**src/rtl/apb_bridge_pkg.sv**
```systemverilog
// Shared types and constants for the multi-channel APB slave bridge.
// Error-cause codes are kept in a register so debug can see why PSLVERR fired.
package apb_bridge_pkg;

    typedef enum logic [1:0] {
        IDLE,
        REQ,
        XFER,
        RESP
    } state_e;

    localparam int CNT_WD = 16;
    localparam int ERR_WD = 3;

    localparam logic [ERR_WD-1:0] ERR_NONE    = 3'd0;
    localparam logic [ERR_WD-1:0] ERR_DECODE  = 3'd1;
    localparam logic [ERR_WD-1:0] ERR_STRB    = 3'd2;
    localparam logic [ERR_WD-1:0] ERR_BACKEND = 3'd3;
    localparam logic [ERR_WD-1:0] ERR_TIMEOUT = 3'd4;

    function automatic int chw_f(input int n);
        return (n > 1) ? $clog2(n) : 1;
    endfunction

endpackage

```
**src/rtl/apb_slave_bridge_mc_if.sv**
```systemverilog
// APB4 slave port plus the per-channel configuration-space back-end bundle.
// The slave modport is the bridge view; master is the interconnect/back-end view.
interface apb_slave_bridge_mc_if #(
    parameter int DATA_WD = 32,
    parameter int ADDR_WD = 16,
    parameter int NUM_CH  = 4
);
    localparam int SW = DATA_WD / 8;

    logic                      PSEL;
    logic                      PENABLE;
    logic                      PWRITE;
    logic [ADDR_WD-1:0]        PADDR;
    logic [DATA_WD-1:0]        PWDATA;
    logic [SW-1:0]             PSTRB;
    logic                      PREADY;
    logic [DATA_WD-1:0]        PRDATA;
    logic                      PSLVERR;

    logic [NUM_CH-1:0]         APB_Request;
    logic [NUM_CH-1:0]         APB_Grant;
    logic [ADDR_WD-1:0]        APB_OADDR;
    logic [DATA_WD-1:0]        APB_ODATA;
    logic [SW-1:0]             APB_OSTRB;
    logic                      APB_OWRITE;
    logic [NUM_CH-1:0]         ConfigSp_ACKAPB;
    logic [NUM_CH*DATA_WD-1:0] ConfigSp_DATA;
    logic                      Addr_ER;
    logic                      Parity_ER;

    modport slave (
        input  PSEL, PENABLE, PWRITE, PADDR, PWDATA, PSTRB,
        output PREADY, PRDATA, PSLVERR,
        output APB_Request, APB_OADDR, APB_ODATA, APB_OSTRB, APB_OWRITE,
        input  APB_Grant, ConfigSp_ACKAPB, ConfigSp_DATA, Addr_ER, Parity_ER
    );

    modport master (
        output PSEL, PENABLE, PWRITE, PADDR, PWDATA, PSTRB,
        input  PREADY, PRDATA, PSLVERR,
        input  APB_Request, APB_OADDR, APB_ODATA, APB_OSTRB, APB_OWRITE,
        output APB_Grant, ConfigSp_ACKAPB, ConfigSp_DATA, Addr_ER, Parity_ER
    );

endinterface

```
**src/rtl/apb_bridge_timeout.sv**
```systemverilog
// Wait-state watchdog: counts busy cycles and flags the cycle in which
// the TIMEOUT-th busy cycle completes.
module apb_bridge_timeout
    import apb_bridge_pkg::*;
#(
    parameter int TIMEOUT = 255
) (
    input  logic              clk_i,
    input  logic              rst_i,
    input  logic              clr_i,
    input  logic              en_i,
    input  logic              ld_i,
    input  logic [CNT_WD-1:0] ld_val_i,
    output logic              expired_o
);

    logic [CNT_WD-1:0] cnt_q, cnt_d;

    always_comb begin
        cnt_d = cnt_q;
        if (clr_i) begin
            cnt_d = '0;
        end else if (ld_i) begin
            cnt_d = ld_val_i;
        end else if (en_i) begin
            cnt_d = cnt_q + 1'b1;
        end
    end

    always_ff @(posedge clk_i or posedge rst_i) begin
        if (rst_i) begin
            cnt_q <= '0;
        end else begin
            cnt_q <= cnt_d;
        end
    end

    // cnt_q holds completed busy cycles, so this edge finishes cycle TIMEOUT
    assign expired_o = en_i && (cnt_q == CNT_WD'(TIMEOUT - 1));

endmodule

```
**src/rtl/apb_slave_bridge_mc.sv**
```systemverilog
// APB4 slave fanning out to NUM_CH configuration-space channels selected by
// PADDR, with strobe checking, a wait-state timeout and back-end error merge.
module apb_slave_bridge_mc
    import apb_bridge_pkg::*;
#(
    parameter int DATA_WD = 32,
    parameter int ADDR_WD = 16,
    parameter int NUM_CH  = 4,
    parameter int CH_LSB  = 12,
    parameter int TIMEOUT = 255
) (
    input logic PCLK,
    input logic PRESET,
    apb_slave_bridge_mc_if.slave bus
);

    localparam int CHW = chw_f(NUM_CH);
    localparam int SW  = DATA_WD / 8;

    state_e              state_q, state_d;
    logic [CHW-1:0]      ch_q, ch_d, ch_in;
    logic                wr_q, wr_d;
    logic [NUM_CH-1:0]   req_q, req_d, onehot;
    logic [ADDR_WD-1:0]  oaddr_q, oaddr_d;
    logic [DATA_WD-1:0]  odata_q, odata_d;
    logic [SW-1:0]       ostrb_q, ostrb_d;
    logic                owr_q, owr_d;
    logic [DATA_WD-1:0]  rdata_q, rdata_d, rsel;
    logic [ERR_WD-1:0]   cause_q, cause_d;
    logic                busy, busy_d, tmo_clr, tmo_exp;

    assign ch_in  = bus.PADDR[CH_LSB +: CHW];
    assign rsel   = bus.ConfigSp_DATA[int'(ch_q)*DATA_WD +: DATA_WD];
    assign busy   = (state_q == REQ) || (state_q == XFER);
    assign busy_d = (state_d == REQ) || (state_d == XFER);

    always_comb begin
        onehot = '0;
        for (int k = 0; k < NUM_CH; k++) begin
            onehot[k] = (int'(ch_in) == k);
        end
    end

    always_comb begin
        state_d = state_q;
        ch_d    = ch_q;
        wr_d    = wr_q;
        req_d   = req_q;
        oaddr_d = oaddr_q;
        odata_d = odata_q;
        ostrb_d = ostrb_q;
        owr_d   = owr_q;
        rdata_d = '0;
        cause_d = cause_q;
        unique case (state_q)
            IDLE: begin
                if (bus.PSEL && !bus.PENABLE) begin
                    ch_d = ch_in;
                    wr_d = bus.PWRITE;
                    if (int'(ch_in) >= NUM_CH) begin
                        cause_d = ERR_DECODE;
                        state_d = RESP;
                    end else if (!bus.PWRITE && (bus.PSTRB != '0)) begin
                        cause_d = ERR_STRB;
                        state_d = RESP;
                    end else begin
                        cause_d = ERR_NONE;
                        state_d = REQ;
                        req_d   = onehot;
                        oaddr_d = bus.PADDR;
                        odata_d = bus.PWDATA;
                        ostrb_d = bus.PWRITE ? bus.PSTRB : '0;
                        owr_d   = bus.PWRITE;
                    end
                end
            end
            REQ: begin
                if (!bus.PSEL) begin
                    state_d = IDLE;
                end else if (tmo_exp) begin
                    cause_d = ERR_TIMEOUT;
                    state_d = RESP;
                end else if (bus.APB_Grant[ch_q]) begin
                    state_d = XFER;
                end
            end
            XFER: begin
                if (!bus.PSEL) begin
                    state_d = IDLE;
                end else if (bus.ConfigSp_ACKAPB[ch_q]) begin
                    // a completing ack beats a simultaneous timeout
                    state_d = RESP;
                    if (bus.Addr_ER || bus.Parity_ER) begin
                        cause_d = ERR_BACKEND;
                    end else begin
                        cause_d = ERR_NONE;
                        rdata_d = wr_q ? '0 : rsel;
                    end
                end else if (tmo_exp) begin
                    cause_d = ERR_TIMEOUT;
                    state_d = RESP;
                end
            end
            RESP: state_d = IDLE;
            default: state_d = IDLE;
        endcase
        if (!busy_d) begin
            req_d   = '0;
            oaddr_d = '0;
            odata_d = '0;
            ostrb_d = '0;
            owr_d   = 1'b0;
        end
    end

    always_ff @(posedge PCLK or posedge PRESET) begin
        if (PRESET) begin
            state_q <= IDLE;
            ch_q    <= '0;
            wr_q    <= 1'b0;
            req_q   <= '0;
            oaddr_q <= '0;
            odata_q <= '0;
            ostrb_q <= '0;
            owr_q   <= 1'b0;
            rdata_q <= '0;
            cause_q <= ERR_NONE;
        end else begin
            state_q <= state_d;
            ch_q    <= ch_d;
            wr_q    <= wr_d;
            req_q   <= req_d;
            oaddr_q <= oaddr_d;
            odata_q <= odata_d;
            ostrb_q <= ostrb_d;
            owr_q   <= owr_d;
            rdata_q <= rdata_d;
            cause_q <= cause_d;
        end
    end

    assign tmo_clr = !busy_d || (state_q == IDLE);

    apb_bridge_timeout #(
        .TIMEOUT(TIMEOUT)
    ) u_tmo (
        .clk_i    (PCLK),
        .rst_i    (PRESET),
        .clr_i    (tmo_clr),
        .en_i     (busy),
        .ld_i     (1'b0),
        .ld_val_i ('0),
        .expired_o(tmo_exp)
    );

    assign bus.PREADY      = (state_q == RESP) && bus.PENABLE;
    assign bus.PSLVERR     = bus.PREADY && (cause_q != ERR_NONE);
    assign bus.PRDATA      = rdata_q;
    assign bus.APB_Request = req_q;
    assign bus.APB_OADDR   = oaddr_q;
    assign bus.APB_ODATA   = odata_q;
    assign bus.APB_OSTRB   = ostrb_q;
    assign bus.APB_OWRITE  = owr_q;

endmodule

```
**src/flat_wrapper.sv**
```systemverilog
// flat-port wrapper written by rule: the top's interface ports become plain ports
module apb_slave_bridge_mc_flat import apb_bridge_pkg::*;
#(
    parameter int DATA_WD = 32,
    parameter int ADDR_WD = 16,
    parameter int NUM_CH  = 4,
    parameter int CH_LSB  = 12,
    parameter int TIMEOUT = 255
)
  (PCLK, PRESET, bus_PSEL, bus_PENABLE, bus_PWRITE, bus_PADDR, bus_PWDATA, bus_PSTRB, bus_PREADY, bus_PRDATA, bus_PSLVERR, bus_APB_Request, bus_APB_OADDR, bus_APB_ODATA, bus_APB_OSTRB, bus_APB_OWRITE, bus_APB_Grant, bus_ConfigSp_ACKAPB, bus_ConfigSp_DATA, bus_Addr_ER, bus_Parity_ER);
  apb_slave_bridge_mc_if #(.DATA_WD(DATA_WD), .ADDR_WD(ADDR_WD), .NUM_CH(NUM_CH)) bus_i ();
  input logic PCLK;
  input logic PRESET;
  input wire logic [$bits(bus_i.PSEL)-1:0] bus_PSEL;
  input wire logic [$bits(bus_i.PENABLE)-1:0] bus_PENABLE;
  input wire logic [$bits(bus_i.PWRITE)-1:0] bus_PWRITE;
  input wire logic [$bits(bus_i.PADDR)-1:0] bus_PADDR;
  input wire logic [$bits(bus_i.PWDATA)-1:0] bus_PWDATA;
  input wire logic [$bits(bus_i.PSTRB)-1:0] bus_PSTRB;
  output wire logic [$bits(bus_i.PREADY)-1:0] bus_PREADY;
  output wire logic [$bits(bus_i.PRDATA)-1:0] bus_PRDATA;
  output wire logic [$bits(bus_i.PSLVERR)-1:0] bus_PSLVERR;
  output wire logic [$bits(bus_i.APB_Request)-1:0] bus_APB_Request;
  output wire logic [$bits(bus_i.APB_OADDR)-1:0] bus_APB_OADDR;
  output wire logic [$bits(bus_i.APB_ODATA)-1:0] bus_APB_ODATA;
  output wire logic [$bits(bus_i.APB_OSTRB)-1:0] bus_APB_OSTRB;
  output wire logic [$bits(bus_i.APB_OWRITE)-1:0] bus_APB_OWRITE;
  input wire logic [$bits(bus_i.APB_Grant)-1:0] bus_APB_Grant;
  input wire logic [$bits(bus_i.ConfigSp_ACKAPB)-1:0] bus_ConfigSp_ACKAPB;
  input wire logic [$bits(bus_i.ConfigSp_DATA)-1:0] bus_ConfigSp_DATA;
  input wire logic [$bits(bus_i.Addr_ER)-1:0] bus_Addr_ER;
  input wire logic [$bits(bus_i.Parity_ER)-1:0] bus_Parity_ER;
  assign bus_i.PSEL = bus_PSEL;
  assign bus_i.PENABLE = bus_PENABLE;
  assign bus_i.PWRITE = bus_PWRITE;
  assign bus_i.PADDR = bus_PADDR;
  assign bus_i.PWDATA = bus_PWDATA;
  assign bus_i.PSTRB = bus_PSTRB;
  assign bus_PREADY = bus_i.PREADY;
  assign bus_PRDATA = bus_i.PRDATA;
  assign bus_PSLVERR = bus_i.PSLVERR;
  assign bus_APB_Request = bus_i.APB_Request;
  assign bus_APB_OADDR = bus_i.APB_OADDR;
  assign bus_APB_ODATA = bus_i.APB_ODATA;
  assign bus_APB_OSTRB = bus_i.APB_OSTRB;
  assign bus_APB_OWRITE = bus_i.APB_OWRITE;
  assign bus_i.APB_Grant = bus_APB_Grant;
  assign bus_i.ConfigSp_ACKAPB = bus_ConfigSp_ACKAPB;
  assign bus_i.ConfigSp_DATA = bus_ConfigSp_DATA;
  assign bus_i.Addr_ER = bus_Addr_ER;
  assign bus_i.Parity_ER = bus_Parity_ER;
  apb_slave_bridge_mc #(.DATA_WD(DATA_WD), .ADDR_WD(ADDR_WD), .NUM_CH(NUM_CH), .CH_LSB(CH_LSB), .TIMEOUT(TIMEOUT)) u_core (.PCLK(PCLK), .PRESET(PRESET), .bus(bus_i));
endmodule
```
**config.mk**
```make
export PLATFORM = sky130hd
export DESIGN_NAME = apb_slave_bridge_mc_flat
export DESIGN_NICKNAME = d
export VERILOG_FILES = /design/src/rtl/apb_bridge_pkg.sv /design/src/rtl/apb_slave_bridge_mc_if.sv /design/src/rtl/apb_bridge_timeout.sv /design/src/rtl/apb_slave_bridge_mc.sv /design/src/flat_wrapper.sv
export SDC_FILE = /design/constraint.sdc
export NUM_CORES = 1
export LEC_CHECK = 0
export CAP_MARGIN = 10
export CORE_AREA = 2 2 115 117
export DETAILED_ROUTE_END_ITERATION = 10
export DIE_AREA = 0 0 117 119
export DONT_BUFFER_PORTS = 1
export PLACE_DENSITY = 0.63
export SLEW_MARGIN = 30
export SYNTH_ARGS = -nofsm -noshare
export SYNTH_HDL_FRONTEND = slang
export SYNTH_SLANG_ARGS = --single-unit
```
**constraint.sdc**
```tcl
create_clock -name PCLK -period 5.3 [get_ports PCLK]
set_input_delay 1.325 -clock PCLK [delete_from_list [all_inputs] [get_ports PCLK]]
set_output_delay 1.325 -clock PCLK [all_outputs]
set_load 0.01 [all_outputs]
```
Word level (Yosys, flattened, before mapping). Index checks and enable logic that the tools add are counted.

Add/subtract/negate cells: 1. $lt $le $gt $ge: 1. Equal/unequal tests: 15. Shifts and indexed selects: 1. Mux-type cells: 49. Reduce and logical (&&, ||, !) cells: 21.

Operator list (count): 32-bit 2-to-1 mux (9); 128-bit by 8-bit indexed part select with 32-bit output (1); 16-bit 2-to-1 mux (6); 4-bit 2-to-1 mux (9); 2-bit 2-to-1 mux (10); 16-bit by 1-bit adder with 16-bit output, second input constant (1); 16-bit by 8-bit == test with 1-bit output, second input constant (1); 3-bit 2-to-1 mux (5); 2-bit == test, second input constant (5); 2-bit inequality test, second input constant (5); 3-bit one-hot mux with 3 select lines (1); 2-bit one-hot mux with 4 select lines (1); 2-bit by 1-bit == test with 1-bit output, second input constant (3); 1-bit 2-to-1 mux (6); 3-bit nonzero test (2); 1-bit logical AND (5); 1-bit binary-select mux with 2-bit select (2); 2-bit zero test (2); 1-bit logical OR (4); 4-bit AND reduction (1); 4-bit nonzero test (1); 1-bit zero test (3); 2-bit by 3-bit < comparator with 1-bit output, second input constant (1); 3-bit AND reduction (1); 3 further kinds (3).

Register bits: 113. Input bits: 195. Output and inout bits: 91. Word-level logic and storage cells: 99.

Logic depth before layout (Yosys ltp).
Depth after elaboration: 12. Mapped depth: 9.

Modules after synthesis. From an unflattened synthesis, not the netlist that was laid out.

Cell total of the unflattened synthesis: 544. Area, all modules: 5755.5 um2.

By module, submodules not included: apb_slave_bridge_mc (times used 1, cells each 425, area each 4703.3 um2, sequential area each 2427.3 um2); apb_bridge_timeout (times used 1, cells each 119, area each 1052.3 um2, sequential area each 400.4 um2).

Worst setup path after synthesis. Ideal clock, no wire load.

Kind: input port to output port. From: in bus_PENABLE. To: out bus_PSLVERR. Arrival time: 1686 ps. Setup slack: 2289 ps. Stages: 2. Path buffers: 0. Cells stage by stage: and2_1 > o31a_1.

Word-level cells in the longest chain between the ends: 2.

Ends and longest elaborated chain: from (decl) (line flat_wrapper.sv:15) `input wire logic [$bits(bus_i.PENABLE)-1:0] bus_PENABLE;`; 1-bit logical AND (line apb_slave_bridge_mc.sv:156) `assign bus.PREADY = (state_q == RESP) && bus.PENABLE;`; 1-bit logical AND (line apb_slave_bridge_mc.sv:157) `assign bus.PSLVERR = bus.PREADY && (cause_q != ERR_NONE);`; to (decl) (line flat_wrapper.sv:22) `output wire logic [$bits(bus_i.PSLVERR)-1:0] bus_PSLVERR;`.

Every way passes these cells.

Worst setup path after layout.
From: reg u_core.state_q[0]. To: reg u_core.req_q[2], in the netlist u_core.bus.APB_Request[2].

Word-level cells in the longest chain between the ends: 11.

Ends and longest elaborated chain: from (decl) (line apb_slave_bridge_mc.sv:20) `state_e state_q, state_d;`; from (signal assigned) (line apb_slave_bridge_mc.sv:129) `state_q <= state_d;`; 2-bit by 1-bit == test with 1-bit output or 2-bit == test (tied branches) (line apb_slave_bridge_mc.sv:34, apb_slave_bridge_mc.sv:55); 1-bit logical OR (line apb_slave_bridge_mc.sv:34) `assign busy = (state_q == REQ) || (state_q == XFER);`; 1-bit logical AND (line apb_bridge_timeout.sv:39) `assign expired_o = en_i && (cnt_q == CNT_WD'(TIMEOUT - 1));`; 2-bit 2-to-1 mux (line apb_slave_bridge_mc.sv:99) `end else if (tmo_exp) begin`; 2-bit 2-to-1 mux (line apb_slave_bridge_mc.sv:90) `end else if (bus.ConfigSp_ACKAPB[ch_q]) begin`; 2-bit 2-to-1 mux (line apb_slave_bridge_mc.sv:88) `if (!bus.PSEL) begin`; 2-bit one-hot mux with 4 select lines * (line apb_slave_bridge_mc.sv:55) `unique case (state_q)`; via u_core.state_d[1] (line apb_slave_bridge_mc.sv:20); 2-bit by 1-bit == test with 1-bit output or 2-bit == test (tied branches) (line apb_slave_bridge_mc.sv:35) `assign busy_d = (state_d == REQ) || (state_d == XFER);`; 1-bit logical OR * (line apb_slave_bridge_mc.sv:35); 2-bit inequality test (no source line); 3-bit AND reduction (no source line); to (signal assigned) (line apb_slave_bridge_mc.sv:132) `req_q <= req_d;`; to (decl) (line apb_slave_bridge_mc.sv:23) `logic [NUM_CH-1:0] req_q, req_d, onehot;`.

Mark *: on every way through the listed nets, which the timed path passes. The rest lies on a longest branch. A chain may end at the register's enable or synchronous reset.

==> impl_metrics.py <==
metrics = {
    "run_status": {
        "outcome": "completed",
    },
    "clock_tree": {
        "cts_tree": "done",
        "clock-root-buffer": "clkbuf_16",
        "cts_resized": 0,
        "cts_buffers": 17,
        "clkSinkCount": 113,
        "cts.reportedPaths.clkPinSlew_ns": 0.05,
        "cts_setup_buffers": 0,
        "worst_skew_pair.late_latency_ns": 0.41,
        "hold_buffers": 0,
        "clockBufferDepth": 2,
        "htreeDepth": 4,
    },
    "placed_design": {
        "port_buffers": 0,
        "gp_congestion": 0.898,
        "dp_hpwl_mm": 10.7,
    },
    "timing": {
        "fmax_ghz": 0.320,
        "min_period_ns": 3.13,
        "hold_violations": 0,
        "maxSlewHeadroom_pct": 50.9,
        "setup-tns-final_ns": 0,
        "post-route-period-util_pct": 59.1,
        "final_max_slew_viol_count": 0,
        "finalClockSkew_ns": 0.00653,
        "tightest_slew_ns": 0.736,
        "setup_viol": 0,
        "whs_ns": 0.494,
        "rsz0062_at_grt": "no",
    },
    "final_layout": {
        "regArea_sq_um": 2830,
        "fillers": 1151,
        "syn_to_final_growth_pct": 14.3,
        "multi_input_area_sq_um": 2470,
        "antennaDiodeCount": 0,
        "nets": 704,
        "drive_gt1_share_pct": 15.4,
    },
    "setup_path": {
        "critPathSlowestCell": "ha_1",
        "start_kind": "flip-flop",
        "required_ns": 5.59,
        "slowest_delay_ns": 0.49,
        "crit_chain": "inv_1 -> ha_1 -> and4b_1 -> nand4_1 -> or3_1 -> o2111ai_2 -> xor2_4 -> buf_8 -> buf_4 -> o22ai_1",
        "path_max_fanout": 28,
        "critical_path_class": "flip-flop to flip-flop",
        "endpoint_kind": "flip-flop",
        "arrival_ns": 3.42,
        "path_buf_inv": 3,
        "crit_family": "simple AND/OR/NAND/NOR gates",
    },
    "global_routing": {
        "grt_max_degree": 80,
        "grt_first_pass_wirelength_mm": 20.8,
        "grt_antenna_before_repair": 0,
        "grt-ovfl-total": 0,
        "grt_usage_pct": 20.2,
        "grt_pass1_vias": 3911,
    },
    "hold_path": {
        "hold_path.class": "flip-flop to flip-flop",
    },
    "power": {
        "powerDensity_nw_per_um2": 529,
        "p_total_mw": 3.31,
        "p_leak_nw": 2.60,
        "ir_worst_vdd_mv": 0.292,
    },
    "floorplanning": {
        "die_w_microns": 117,
        "dieArea_sq_um": 13900,
        "core_area_sq_um": 12900,
        "start_util_pct": 42.5,
        "ioPinCount": 286,
        "die_h_microns": 119,
        "rows": 42,
    },
    "logic_synthesis": {
        "synth_edf_count": 0,
        "synth_flop_cell": "dfrtp_1",
        "async_reset_ff_share_pct": 100,
        "yosys_warnings": 0,
        "yosysUniqueCellTypes": 40,
        "avgSynthCellArea_sq_um": 10.8,
        "synthCells": 507,
        "synth_area_sq_um": 5480,
        "syn_nets": 709,
        "yosysSeqAreaShare_pct": 51.6,
        "synth.ff_latch_count": 113,
    },
    "run": {
        "max_cap_viol_count": 0,
    },
    "route": {
        "first_pass_iters": 5,
        "dr_total_vias": 3826,
        "ant_nets": 0,
        "wl_mm": 14.1,
        "detail_route.iter0.violations": 210,
        "via_per_inst": 5.54,
        "wl_per_cell_microns": 20.5,
        "drc": 0,
    },
}
worst register-to-register path: stages (launching register included):
cell	delay [ns]
dfrtp_1	0.45
inv_1	0.10
ha_1	0.49
and4b_1	0.25
nand4_1	0.22
or3_1	0.42
o2111ai_2	0.13
xor2_4	0.39
buf_8	0.25
buf_4	0.22
o22ai_1	0.10
layout by cell type (no fill, tap or decap), types with 5 or more instances in the layout:
cell type	n
dfrtp_1	112
xnor2_1	6
nand4_1	8
clkbuf_16	17
nor3_1	15
inv_1	10
o21ai_0	8
a21oi_1	49
ha_1	7
and2_1	5
nand2_1	128
mux4_2	34
nor2b_1	34
buf_4	6
o22ai_1	5
nor2_1	12
xor2_1	9
power breakdown:
group	total (mW)	switching (mW)	leakage, nW	internal, mW
Sequential	1.11	0.155	1.56	0.958
Combinational	1.03	0.572	0.745	0.461
Clock	1.17	0.395	0.288	0.772
cells in the mapped netlist (2+ instances only):
| cell | number | area [sq um] |
|---|---|---|
| o22ai_1 | 5 | 31.3 |
| dfrtp_1 | 113 | 2830 |
| inv_1 | 11 | 41.3 |
| mux4_2 | 34 | 766 |
| nand4_1 | 8 | 50.1 |
| nand3_1 | 3 | 15.0 |
| xnor2_1 | 6 | 52.6 |
| nor3_1 | 15 | 75.1 |
| buf_1 | 3 | 11.3 |
| buf_4 | 8 | 60.1 |
| o21ai_1 | 4 | 20.0 |
| nor4_1 | 2 | 12.5 |
| and2_1 | 5 | 31.3 |
| ha_1 | 7 | 87.6 |
| clkbuf_1 | 21 | 78.8 |
| a21oi_1 | 49 | 245 |
| xor2_1 | 9 | 78.8 |
| nor2_1 | 13 | 48.8 |
| nor2b_1 | 34 | 213 |
| o21ai_0 | 8 | 40.0 |
| nand2_1 | 129 | 484 |
| and3_1 | 2 | 12.5 |
layer usage:
metal	up-vias	global-route usage [%]	part of all wire [%]
met4	0	8.01	1.5
met5	-	0	0
met3	18	7.63	10
li1	1740	-	-
met2	209	36.1	54
met1	1859	21.0	34
stage by stage:
step / worst slack [ns] / utilization [%] / instances / area [sq um]
2_1_floorplan: 0.988 / - / 507 / 5480
3_3_place_gp: 1.41 / 43.5 / 657 / 5600
3_5_place_dp: 1.33 / 43.7 / 658 / 5630
4_1_cts: 1.78 / 48.4 / 689 / 6240
5_1_grt: 1.97 / 48.6 / 690 / 6260
6_report: 2.17 / 48.6 / 690 / 6260
kinds of logic after synthesis:
logic type	after synthesis	share of synthesized area [%]
buffers and inverters	43	3.50
flip-flops	113	51.6
AND/OR/NAND/NOR	219	18.4
XOR/XNOR	16	2.90
adder cells (fa/ha/maj)	7	1.60
multiplexers	34	14.0
AO/OA/AOI/OAI	75	8.02
sequential cells by signal (all words and copies together) (netlist names):
register                cells
u_core.bus.APB_OADDR       16
u_core.bus.APB_ODATA       32
u_core.bus.APB_OSTRB        4
u_core.bus.APB_OWRITE       1
u_core.bus.APB_Request      4
u_core.bus.PRDATA          32
u_core.cause_q              3
u_core.ch_q                 2
u_core.state_q              2
u_core.u_tmo.cnt_q         16
u_core.wr_q                 1
cell type report:
type,count,share of cell area [%]
clock inverters,9,2.10
multi-input cells,351,39.5
repair buffers,8,1.40
clock buffers,22,7.58
inverters,11,0.740
well taps,176,3.52
flip-flops and latches,113,45.2
final timing paths:
| path | slack (ns) | end | startpoint | cells past startpoint |
|---|---|---|---|---|
| hold reg to reg | 0.49 | u_core.cause_q[0] | u_core.cause_q[0] | 2 |
| setup reg to reg | 2.17 | u_core.bus.APB_Request[2] | u_core.state_q[0] | 10 |
| min in group asynchronous | 0.89 | u_core.bus.APB_OADDR[9] | PRESET | 1 |
| max in group asynchronous | 3.48 | u_core.bus.APB_OADDR[13] | PRESET | 2 |
| hold / removal | 0.49 | u_core.cause_q[0] | u_core.cause_q[0] | 2 |
| setup / recovery | 2.17 | u_core.bus.APB_Request[2] | u_core.state_q[0] | 10 |
Note: power is estimated with default switching activity, not from simulation.
